==> src/rtl/load_store_unit.sv <==
// Load/store unit: turns byte-addressed byte/half/word requests into word
// accesses on a 32-bit word-addressed data memory. Sub-word stores are
// read-modify-write, loads are sign/zero-extended, bad alignment is rejected.
module load_store_unit (
  input  logic        clk,
  input  logic        reset,
  input  logic        req_valid,
  output logic        req_ready,
  input  logic        req_write,
  input  logic [1:0]  req_size,
  input  logic        req_unsigned,
  input  logic [31:0] req_address,
  input  logic [31:0] req_wdata,
  output logic        resp_valid,
  output logic [31:0] resp_rdata,
  output logic        misaligned_error,
  output logic [31:0] mem_address,
  output logic [31:0] mem_write_data,
  output logic        mem_read_signal,
  output logic        mem_write_signal,
  input  logic [31:0] mem_read_data
);

  localparam logic [1:0] SIZE_BYTE = 2'b00;
  localparam logic [1:0] SIZE_HALF = 2'b01;
  localparam logic [1:0] SIZE_WORD = 2'b10;

  typedef enum logic [2:0] {
    S_IDLE,
    S_RD,
    S_WR,
    S_RMW_RD,
    S_RMW_WR,
    S_RESP,
    S_ERR
  } state_t;

  state_t      state_q, state_d;
  logic [31:0] addr_q, addr_d;
  logic [1:0]  size_q, size_d;
  logic        unsigned_q, unsigned_d;
  logic [15:0] wdata_q, wdata_d;
  logic [31:0] rdata_q, rdata_d;
  logic [31:0] wr_data_q, wr_data_d;
  logic        req_ready_q, req_ready_d;
  logic        resp_valid_q, resp_valid_d;
  logic        error_q, error_d;
  logic        mem_rd_q, mem_rd_d;
  logic        mem_wr_q, mem_wr_d;
  logic        accept;

  // Alignment rule: halves need an even address, words a multiple of four,
  // and size 11 is never legal.
  function automatic logic is_misaligned(input logic [1:0] size,
                                         input logic [1:0] off);
    logic bad;
    case (size)
      SIZE_BYTE: bad = 1'b0;
      SIZE_HALF: bad = off[0];
      SIZE_WORD: bad = (off != 2'b00);
      default:   bad = 1'b1;
    endcase
    return bad;
  endfunction

  // Pick the addressed little-endian lane(s) out of a memory word and extend.
  function automatic logic [31:0] extract_load(input logic [31:0] word,
                                               input logic [1:0]  off,
                                               input logic [1:0]  size,
                                               input logic        uns);
    logic [7:0]  b;
    logic [15:0] h;
    logic [31:0] r;
    case (off)
      2'd0:    b = word[7:0];
      2'd1:    b = word[15:8];
      2'd2:    b = word[23:16];
      default: b = word[31:24];
    endcase
    h = off[1] ? word[31:16] : word[15:0];
    case (size)
      SIZE_BYTE: r = uns ? {24'h000000, b} : {{24{b[7]}}, b};
      SIZE_HALF: r = uns ? {16'h0000, h} : {{16{h[15]}}, h};
      default:   r = word;
    endcase
    return r;
  endfunction

  // Replace the addressed lane(s) of the old memory word with store data.
  function automatic logic [31:0] merge_store(input logic [31:0] word,
                                              input logic [1:0]  off,
                                              input logic [1:0]  size,
                                              input logic [15:0] wd);
    logic [31:0] r;
    r = word;
    if (size == SIZE_BYTE) begin
      case (off)
        2'd0:    r[7:0]   = wd[7:0];
        2'd1:    r[15:8]  = wd[7:0];
        2'd2:    r[23:16] = wd[7:0];
        default: r[31:24] = wd[7:0];
      endcase
    end else if (off[1]) begin
      r[31:16] = wd;
    end else begin
      r[15:0] = wd;
    end
    return r;
  endfunction

  assign accept = req_valid && req_ready_q;

  // Next-state logic plus next values of every latched field and of the
  // registered Moore outputs, which are decoded from the upcoming state.
  always_comb begin
    state_d    = state_q;
    addr_d     = addr_q;
    size_d     = size_q;
    unsigned_d = unsigned_q;
    wdata_d    = wdata_q;
    rdata_d    = rdata_q;
    wr_data_d  = wr_data_q;

    case (state_q)
      S_IDLE, S_RESP, S_ERR: begin
        state_d = S_IDLE;
        if (accept) begin
          addr_d     = req_address;
          size_d     = req_size;
          unsigned_d = req_unsigned;
          wdata_d    = req_wdata[15:0];
          if (is_misaligned(req_size, req_address[1:0])) begin
            state_d = S_ERR;
          end else if (!req_write) begin
            state_d = S_RD;
          end else if (req_size == SIZE_WORD) begin
            state_d   = S_WR;
            wr_data_d = req_wdata;
          end else begin
            state_d = S_RMW_RD;
          end
        end
      end
      S_RD: begin
        rdata_d = extract_load(mem_read_data, addr_q[1:0], size_q, unsigned_q);
        state_d = S_RESP;
      end
      S_WR: begin
        state_d = S_RESP;
      end
      S_RMW_RD: begin
        wr_data_d = merge_store(mem_read_data, addr_q[1:0], size_q, wdata_q);
        state_d   = S_RMW_WR;
      end
      S_RMW_WR: begin
        state_d = S_RESP;
      end
      default: begin
        state_d = S_IDLE;
      end
    endcase

    req_ready_d  = (state_d == S_IDLE) || (state_d == S_RESP) || (state_d == S_ERR);
    resp_valid_d = (state_d == S_RESP) || (state_d == S_ERR);
    error_d      = (state_d == S_ERR);
    mem_rd_d     = (state_d == S_RD) || (state_d == S_RMW_RD);
    mem_wr_d     = (state_d == S_WR) || (state_d == S_RMW_WR);
  end

  // State, latched request fields and registered outputs; reset clears all
  // enables at once so an in-flight write never sees a clock edge.
  always_ff @(posedge clk or posedge reset) begin
    if (reset) begin
      state_q      <= S_IDLE;
      addr_q       <= 32'h0;
      size_q       <= 2'b00;
      unsigned_q   <= 1'b0;
      wdata_q      <= 16'h0;
      rdata_q      <= 32'h0;
      wr_data_q    <= 32'h0;
      req_ready_q  <= 1'b1;
      resp_valid_q <= 1'b0;
      error_q      <= 1'b0;
      mem_rd_q     <= 1'b0;
      mem_wr_q     <= 1'b0;
    end else begin
      state_q      <= state_d;
      addr_q       <= addr_d;
      size_q       <= size_d;
      unsigned_q   <= unsigned_d;
      wdata_q      <= wdata_d;
      rdata_q      <= rdata_d;
      wr_data_q    <= wr_data_d;
      req_ready_q  <= req_ready_d;
      resp_valid_q <= resp_valid_d;
      error_q      <= error_d;
      mem_rd_q     <= mem_rd_d;
      mem_wr_q     <= mem_wr_d;
    end
  end

  assign req_ready        = req_ready_q;
  assign resp_valid       = resp_valid_q;
  assign misaligned_error = error_q;
  assign resp_rdata       = rdata_q;
  assign mem_address      = {2'b00, addr_q[31:2]};
  assign mem_write_data   = wr_data_q;
  assign mem_read_signal  = mem_rd_q;
  assign mem_write_signal = mem_wr_q;

endmodule

==> config.mk <==
export PLATFORM = sky130hd
export DESIGN_NAME = load_store_unit
export DESIGN_NICKNAME = d
export VERILOG_FILES = /design/src/rtl/load_store_unit.sv
export SDC_FILE = /design/constraint.sdc
export NUM_CORES = 1
export LEC_CHECK = 0
export BUFFER_PORTS_ARGS = -buffer_cell sky130_fd_sc_hd__buf_2
export CAP_MARGIN = 5
export CORE_MARGIN = 2
export CORE_UTILIZATION = 42
export DETAILED_ROUTE_END_ITERATION = 8
export PLACE_DENSITY = 0.73
export SYNTH_ARGS = -nofsm -noshare
export SYNTH_HDL_FRONTEND = slang
export SYNTH_SLANG_ARGS = --single-unit
==> constraint.sdc <==
create_clock -name clk -period 4.3 [get_ports clk]
set_input_delay 0.86 -clock clk [delete_from_list [all_inputs] [get_ports clk]]
set_output_delay 0.86 -clock clk [all_outputs]
set_load 0.05 [all_outputs]
==> metrics.log, run 1 <==
[metrics] dominant combinational cell family by area after synthesis: multiplexers
[metrics] share of synthesized area occupied by flip-flops and latches: around 47%
[metrics] count of distinct cell types in the synthesized netlist: between 40 and 50
[metrics] Critical Path Sink Type: register
[metrics] worst endpoint data arrival time: 2.77 ns
[metrics] IO Count: slightly above 200
[metrics] portion of netlist area occupied by mux cells: 18.80%
[metrics] Final Slew Violations: 0
[metrics] transition time at the pin with the least slew margin: between 1 and 1.5 ns
[metrics] post-route clock skew: approximately 0.0066 ns
[metrics] worst hold start: resp_rdata[1]
[metrics] yosys synthesis warning count: 0
[metrics] Starting Density: about 43%
[metrics] final net count: a little under 900
[metrics] Post-route DRC: 0
[metrics] end of the worst register-to-register path: mem_write_data[12]
[metrics] master cell of the clock root buffer: sky130_fd_sc_hd__clkbuf_16
[metrics] number of rows in the core area: 45
[metrics] final antenna-violating net count: 0
[metrics] mapped cell area: 6569 um^2
[metrics] Total Die Area: roughly 17,000 um^2
[metrics] adder and majority gate portion of the synthesized area: 0%
[metrics] placed wire-length estimate: between 10 and 15 mm
[metrics] compound-cell area share of the yosys netlist: 13.39%
[metrics] floorplan die height: ~130 um
[metrics] accumulated negative setup slack: 0 ns
[metrics] setup repair after global routing missed its margin: false
[metrics] post-placement cell count: a little under 1,000
[metrics] critical path class: register to register
[metrics] H-Tree Level Count: 4
[metrics] Max Buffers Root-to-Sink: 2
[metrics] count of input and output buffers: approximately 200
[metrics] via count normalized by instance count: roughly 5.4
[metrics] Inserted Clock Buffers: 17
[metrics] vias in the first global route: between 5,000 and 6,000
[metrics] final design instance area without fill: approximately 8000 um^2
[metrics] XOR/XNOR Fraction of Synth Area: less than 1%
[metrics] Clock Sink Count: between 100 and 150
[metrics] Critical Path Source Type: register
[metrics] core outline area: approximately 15,000 um^2
[metrics] pin count of the biggest net entering global routing: 64
[metrics] area overhead of the layout relative to synthesis: 22.17%
[metrics] number of buffers inserted by hold repair at cts: 0
[metrics] max-capacitance violation count: 0
[metrics] post-CTS sizing: 0
[metrics] wirelength, routed: between 15 and 20 mm
[metrics] share of async-settable or async-resettable flops after synthesis: 100.0%
[metrics] path type of the worst min-delay path: register to register
[metrics] outcome: finished, final reports clean
[metrics] worst r2r path cells: 4
[metrics] hold path cells: 2
[metrics] via count: approximately 5,400
[metrics] Synth Area in Simple Gates: about an eighth
[metrics] EDFF count, synth: 0
[metrics] Syn Inst Count: 624
[metrics] time the worst path needs with I/O delays and setup: around 2.4 ns
[metrics] antenna violations before repair: 5
[metrics] source-to-sink clock delay at the later pin of the worst-skew pair: 0.42 ns
[metrics] reg-to-reg critical path startpoint: size_q[1]
[metrics] buffers inserted during post-CTS setup optimization: 0
[metrics] routed wire length per instance: 17.87 um
[metrics] number of filler instances in the final layout: about 1,400
[metrics] clock-pin slew of the registers on the worst-case setup and hold paths: 0.06 ns
[metrics] CTS tree: yes
[metrics] share of final-layout standard cells stronger than drive strength 1: 45.08%
[metrics] CP Data Required Time: 4.65 ns
[metrics] setup-violating endpoint count in the final report: 0
[metrics] total global routing track utilization: ~22%
[metrics] last weighted congestion value of the routability-driven placer: approximately 0.86
[metrics] drt initial violations: 480
[metrics] dpl cell area: around 7400 um^2
[metrics] Hold Crit Endpoint: resp_rdata[1]
[metrics] R2R Setup Slk: between 1.5 and 2 ns
[metrics] non-filler cells, final: approximately 1,000
[metrics] critical path peak fanout: 29
[metrics] final hold violations: 0
[metrics] Avg Synthesized Cell Area: 10.53 um^2
[metrics] Die X-Extent: approximately 130 um
[metrics] Peak Freq: between 400 and 500 MHz
[metrics] number of optimization iterations in the first detailed-route pass: 5
[metrics] Core Util, Final: a little over half
[metrics] share of the cycle needed by the critical path after routing: roughly 56%
[metrics] flop and latch count out of synthesis: roughly 120
[metrics] sum of overflow across all layers after global routing: 0
[metrics] top_reg_cell synth: sky130_fd_sc_hd__dfrtp_1
[metrics] headroom to the max-slew limit: about a quarter
[metrics] wire length of the first global-routing pass: between 20 and 30 mm
[cell usage in the layout (no fill, tap or decap), types with 3 or more instances in the layout]
master,n
sky130_fd_sc_hd__a31oi_1,17
sky130_fd_sc_hd__o21ai_0,54
sky130_fd_sc_hd__a22oi_1,7
sky130_fd_sc_hd__bufinv_16,4
sky130_fd_sc_hd__clkbuf_16,17
sky130_fd_sc_hd__nand3_1,33
sky130_fd_sc_hd__buf_4,5
sky130_fd_sc_hd__o31ai_1,9
sky130_fd_sc_hd__diode_2,4
sky130_fd_sc_hd__and3_1,8
sky130_fd_sc_hd__and3b_1,10
sky130_fd_sc_hd__a21oi_1,20
sky130_fd_sc_hd__clkbuf_8,4
sky130_fd_sc_hd__nor2_1,32
sky130_fd_sc_hd__o21ai_1,5
sky130_fd_sc_hd__a211oi_1,16
sky130_fd_sc_hd__nand2_1,58
sky130_fd_sc_hd__buf_2,201
sky130_fd_sc_hd__nor3_1,4
sky130_fd_sc_hd__mux2_2,105
sky130_fd_sc_hd__mux2i_1,3
sky130_fd_sc_hd__nand2b_1,6
sky130_fd_sc_hd__dfrtp_1,121
sky130_fd_sc_hd__o22ai_1,7
[cell usage after synthesis, types with 2 or more instances]
master | n | area [um^2]
sky130_fd_sc_hd__buf_6 | 11 | 123.9
sky130_fd_sc_hd__nand2b_1 | 6 | 37.54
sky130_fd_sc_hd__and3b_1 | 10 | 87.58
sky130_fd_sc_hd__buf_2 | 16 | 80.08
sky130_fd_sc_hd__nor3_1 | 4 | 20.02
sky130_fd_sc_hd__o21ai_1 | 5 | 25.02
sky130_fd_sc_hd__buf_1 | 2 | 7.510
sky130_fd_sc_hd__mux2i_1 | 3 | 30.03
sky130_fd_sc_hd__a21oi_1 | 20 | 100.1
sky130_fd_sc_hd__nor2_1 | 32 | 120.1
sky130_fd_sc_hd__xnor2_1 | 2 | 17.52
sky130_fd_sc_hd__mux2_2 | 105 | 1182
sky130_fd_sc_hd__clkbuf_1 | 16 | 60.06
sky130_fd_sc_hd__a211oi_1 | 16 | 120.1
sky130_fd_sc_hd__o22ai_1 | 7 | 43.79
sky130_fd_sc_hd__a31oi_1 | 17 | 106.4
sky130_fd_sc_hd__inv_1 | 3 | 11.26
sky130_fd_sc_hd__o31ai_1 | 9 | 67.56
sky130_fd_sc_hd__o21ai_0 | 54 | 270.3
sky130_fd_sc_hd__nand2_1 | 58 | 217.7
sky130_fd_sc_hd__a22oi_1 | 7 | 52.55
sky130_fd_sc_hd__dfrtp_1 | 122 | 3053
sky130_fd_sc_hd__nand3_1 | 33 | 165.2
sky130_fd_sc_hd__and3_1 | 8 | 50.05
sky130_fd_sc_hd__buf_4 | 35 | 262.8
sky130_fd_sc_hd__nand3b_1 | 2 | 15.01
sky130_fd_sc_hd__nor3b_1 | 2 | 15.01
sky130_fd_sc_hd__a21o_1 | 2 | 15.01
[flip-flops by register name (all words and copies together) (netlist names)]
name / cells
addr_q: 32
req_ready: 1
mem_write_signal: 1
mem_read_signal: 1
misaligned_error: 1
wdata_q: 16
state_q: 3
size_q: 2
resp_rdata: 32
resp_valid: 1
unsigned_q: 1
mem_write_data: 32
[layer usage]
| layer | up-vias | wire length [um] | GRT usage [%] | share of wire (%) |
|---|---|---|---|---|
| met5 | - | 28 | 0 | 0.16 |
| met4 | 4 | 662 | 11.06 | 3.7 |
| met3 | 46 | 1336 | 6.317 | 7.5 |
| met2 | 219 | 8289 | 33.43 | 46 |
| met1 | 2607 | 7517 | 27.99 | 42 |
| li1 | 2510 | - | - | - |
[final cells by class]
type | count | area, um^2 | share of cell area [%]
sequential | 123 | 3080 | 38.38
multi-input combinational | 419 | 2948 | 36.73
timing repair buffer | 208 | 1084 | 13.50
clock buffer | 23 | 488.0 | 6.080
tap | 211 | 264.0 | 3.290
clock inverter | 7 | 137.6 | 1.715
inverter | 3 | 13.76 | 0.1715
antenna | 4 | 10.01 | 0.1247
[critical path: stages, from the launching register on]
cell	delay [ns]
sky130_fd_sc_hd__dfrtp_1	0.75
sky130_fd_sc_hd__nor2_1	0.88
sky130_fd_sc_hd__o21ai_0	0.20
sky130_fd_sc_hd__o21ai_0	0.31
sky130_fd_sc_hd__mux2_2	0.21
[worst max path at each step]
stage / start / cells after the start / end
floorplan: reset / 1 / addr_q[0]
global placement: req_address[1] / 6 / mem_write_data[8]
detailed placement: req_address[0] / 6 / mem_write_data[7]
CTS: size_q[1] / 4 / mem_write_data[27]
global route: size_q[1] / 4 / mem_write_data[11]
finish: size_q[1] / 4 / mem_write_data[12]
[cells by family (layout without fill, tap and decap cells)]
| logic type | count (synthesis) | after routing |
|---|---|---|
| other cells | 1 | 6 |
| simple gates | 164 | 164 |
| buf+inv | 83 | 241 |
| compound gates | 142 | 142 |
| mux | 109 | 109 |
| flops | 123 | 123 |
| xor+xnor | 2 | 2 |
[stage by stage]
| step | worst slack [ns] | hold slack [ns] |
|---|---|---|
| after floorplan | 0.1708 | 0.4819 |
| after detailed placement | 1.660 | 0.4691 |
| after CTS | 1.907 | 0.4836 |
| after global routing | 1.643 | 0.5066 |
| after global placement | 1.703 | 0.4685 |
| final | 1.885 | 0.4787 |
Power of run 1 is not shown: default switching activity piles up to over one toggle a cycle in this logic, so the estimate is an artifact.
==> run 2, diff against run 1 <==
Clock period 4.3 ns to 2.08 ns, I/O delays scaled along.
==> metrics.log, run 2 (synthesized netlist as in run 1, its figures left out) <==
[metrics] vias in the first global route: 5,233 (+0.91%)
[metrics] Post-route DRC: 0 (unchanged)
[metrics] Critical Path, Cell by Cell: buf_4 > nor3b_2 > o21ai_0 > a21oi_1 > mux2_2
[metrics] via count normalized by instance count: 5.397 (about the same)
[metrics] buffers inserted during post-CTS setup optimization: 0 (unchanged)
[metrics] Inserted Clock Buffers: 17 (unchanged)
[metrics] switching portion of total power: about 49%
[metrics] worst r2r path cells: 5 (+1)
[metrics] Critical Path Sink Type: register
[metrics] number of rows in the core area: 45 (unchanged)
[metrics] last weighted congestion value of the routability-driven placer: 0.8817 (+2.1%)
[metrics] placed wire-length estimate: 13.28 mm (+2.5%)
[metrics] combinational power share: 55.2%
[metrics] number of optimization iterations in the first detailed-route pass: 5 (unchanged)
[metrics] wire length of the first global-routing pass: 28.12 mm (+2.2%)
[metrics] commonest non-fill, non-tap cell in the layout: sky130_fd_sc_hd__buf_2
[metrics] Seq pwr share: 26.7%
[metrics] pin count of the biggest net entering global routing: 42 (-34%)
[metrics] routed wire length per instance: 17.71 um (-0.91%)
[metrics] path type of the worst min-delay path: input pin to async pin
[metrics] Max Buffers Root-to-Sink: 2 (unchanged)
[metrics] IO Count: 204 (unchanged)
[metrics] delay of the slowest critical-path stage: 0.66 ns (-0.22 ns)
[metrics] final antenna-violating net count: 0 (unchanged)
[metrics] Clock Sink Count: 123 (unchanged)
[metrics] H-Tree Level Count: 4 (unchanged)
[metrics] worst endpoint data arrival time: 2.31 ns (-0.46 ns)
[metrics] setup repair after global routing missed its margin: false
[metrics] cell with the biggest individual delay on the critical path: sky130_fd_sc_hd__nor3b_2
[metrics] critical path class: register to register
[metrics] area overhead of the layout relative to synthesis: 24.51%
[metrics] Leak: between 3 and 4 nW
[metrics] critical path peak fanout: 16 (-45%)
[metrics] share of final-layout standard cells stronger than drive strength 1: 46.81% (+1.7 points)
[metrics] cell type group with the largest total delay on the critical path: simple AND/OR/NAND/NOR gates
[metrics] largest voltage drop on the vdd net: between 0.7 and 0.8 mV
[metrics] time the worst path needs with I/O delays and setup: 1.947 ns (-0.4678 ns)
[metrics] Switch Pwr: about 8.3 mW
[metrics] total global routing track utilization: 22.04% (+0.34 points)
[metrics] R2R Setup Slk: 0.13 ns (-1.75 ns)
[metrics] highest-count cells in the layout ignoring fill and taps: sky130_fd_sc_hd__buf_2 (201), sky130_fd_sc_hd__dfrtp_1 (121), sky130_fd_sc_hd__mux2_2 (105)
[metrics] Peak Freq: 513.6 MHz (+24%)
[metrics] final net count: 889 (+1.6%)
[metrics] CP Data Required Time: 2.44 ns (-2.21 ns)
[metrics] antenna violations before repair: 3 (-2)
[metrics] max-capacitance violation count: 0 (unchanged)
[metrics] sum of overflow across all layers after global routing: 0 (unchanged)
[metrics] headroom to the max-slew limit: 46.33% (+21 points)
[metrics] Critical Path Source Type: register
[metrics] proportion of power drawn by the clock network: between 10% and 20%
[metrics] PD cells: roughly 2100 nW/um^2
[metrics] logic depth of the worst setup path including buffers: 5 (+1)
[metrics] Critical Path Sink: mem_write_data[16]
[metrics] core outline area: 15,260 um^2 (unchanged)
[metrics] Int Pwr: ~8.6 mW
[metrics] master cell of the clock root buffer: sky130_fd_sc_hd__clkbuf_16
[metrics] end of the worst register-to-register path: mem_write_data[16]
[metrics] via count: 5,462 (+1.4%)
[metrics] Final Slew Violations: 0 (unchanged)
[metrics] Core Util, Final: 53.60% (+1.0 points)
[metrics] CTS tree: yes
[metrics] Starting Density: 43.05% (unchanged)
[metrics] accumulated negative setup slack: 0 ns (unchanged)
[metrics] setup-violating endpoint count in the final report: 0 (unchanged)
[metrics] wirelength, routed: 17.92 mm (+0.48%)
[metrics] number of filler instances in the final layout: 1,383 (-0.36%)
[metrics] CP bufs+invs: 1 (+1)
[metrics] clock-pin slew of the registers on the worst-case setup and hold paths: 0.06 ns (about the same)
[metrics] count of input and output buffers: 201 (unchanged)
[metrics] outcome: finished, final reports clean
[metrics] Total Die Area: 16,660 um^2 (unchanged)
[metrics] share of the cycle needed by the critical path after routing: 93.61% (+37 points)
[metrics] number of buffers inserted by hold repair at cts: 0 (unchanged)
[metrics] final hold violations: 0 (unchanged)
[metrics] reg-to-reg critical path startpoint: size_q[1]
[metrics] post-route clock skew: 0.006850 ns (+0.0002663 ns)
[metrics] source-to-sink clock delay at the later pin of the worst-skew pair: 0.42 ns (about the same)
[metrics] Die X-Extent: 129.1 um (unchanged)
[metrics] floorplan die height: 129.1 um (unchanged)
[metrics] drt initial violations: 512 (+6.7%)
[metrics] Setup crit start: size_q[1]
[metrics] transition time at the pin with the least slew margin: 0.8015 ns (-0.3146 ns)
run 2: cell count changes in the layout (fill, tap and decap cells not counted), sizes merged, moves of 2 or more:
cell	delta
diode	-2
clkinvlp	+4
buf	+14
clkbuf	-6
inv	+4
run 2: final cells by class:
| cell class | instances | area, um^2 | share of cell area [%] |
|---|---|---|---|
| Antenna cell | 2 | 5.005 | 0.06119 |
| Clock buffer | 17 | 425.4 | 5.201 |
| Clock inverter | 15 | 190.2 | 2.325 |
| Inverter | 3 | 15.01 | 0.1836 |
| Multi-Input combinational cell | 419 | 2960 | 36.19 |
| Sequential cell | 123 | 3080 | 37.66 |
| Tap cell | 211 | 264.0 | 3.228 |
| Timing Repair Buffer | 222 | 1239 | 15.14 |
run 2: layer usage:
layer,track usage (%),routed length [um],vias to the layer above
met3,6.069,1414,37
met1,30.06,7720,2644
met5,0,13,-
met2,33.52,8321,245
met4,8.696,449,2
li1,-,-,2534
run 2: worst min path at each step:
stage | start | endpoint | slack (ns) | depth (start not counted)
after detailed placement | resp_rdata[5] | resp_rdata[5] | 0.47 | 2
after global placement | resp_rdata[5] | resp_rdata[5] | 0.47 | 2
after floorplan | addr_q[10] | addr_q[10] | 0.48 | 1
final | reset | addr_q[8] | 0.06 | 2
after CTS | reset | addr_q[8] | 0.06 | 2
after global routing | reset | addr_q[9] | 0.1 | 2
run 2: worst register-to-register path: stages, from the launching register on:
cell	delay, ns
sky130_fd_sc_hd__dfrtp_1	0.43
sky130_fd_sc_hd__buf_4	0.20
sky130_fd_sc_hd__nor3b_2	0.66
sky130_fd_sc_hd__o21ai_0	0.21
sky130_fd_sc_hd__a21oi_1	0.22
sky130_fd_sc_hd__mux2_2	0.17
run 2: timing repair:
item,CTS,global route
gates resized for setup,0,3
endpoints found under the hold margin,0,0
setup endpoints to repair,0,39
run 2: stage by stage:
stage                     power [mW]  setup slack (ns)  instances  cell area (um^2)  hold WS (ns)
after floorplan                12.23           0.01645        625              6576        0.4819
after global placement         13.67           0.05786        978              7546        0.4662
after detailed placement       13.84           0.03889        978              7546        0.4747
after CTS                      16.95           0.04911       1010              8162       0.06391
after global routing           17.85          0.009393       1011              8177       0.09868
final                          16.87            0.1329       1012              8179       0.06018
run 2: power by group through the flow:
stage | combinational (mW) | clock, mW | sequential [mW]
4_1_cts | 9.33 | 3.11 | 4.50
6_report | 9.32 | 3.05 | 4.51
5_1_grt | 9.95 | 3.23 | 4.67
3_5_place_dp | 9.31 | 0 | 4.53
2_1_floorplan | 5.73 | 0 | 6.49
3_3_place_gp | 9.19 | 0 | 4.48
Note: power is estimated with default switching activity, not from simulation.
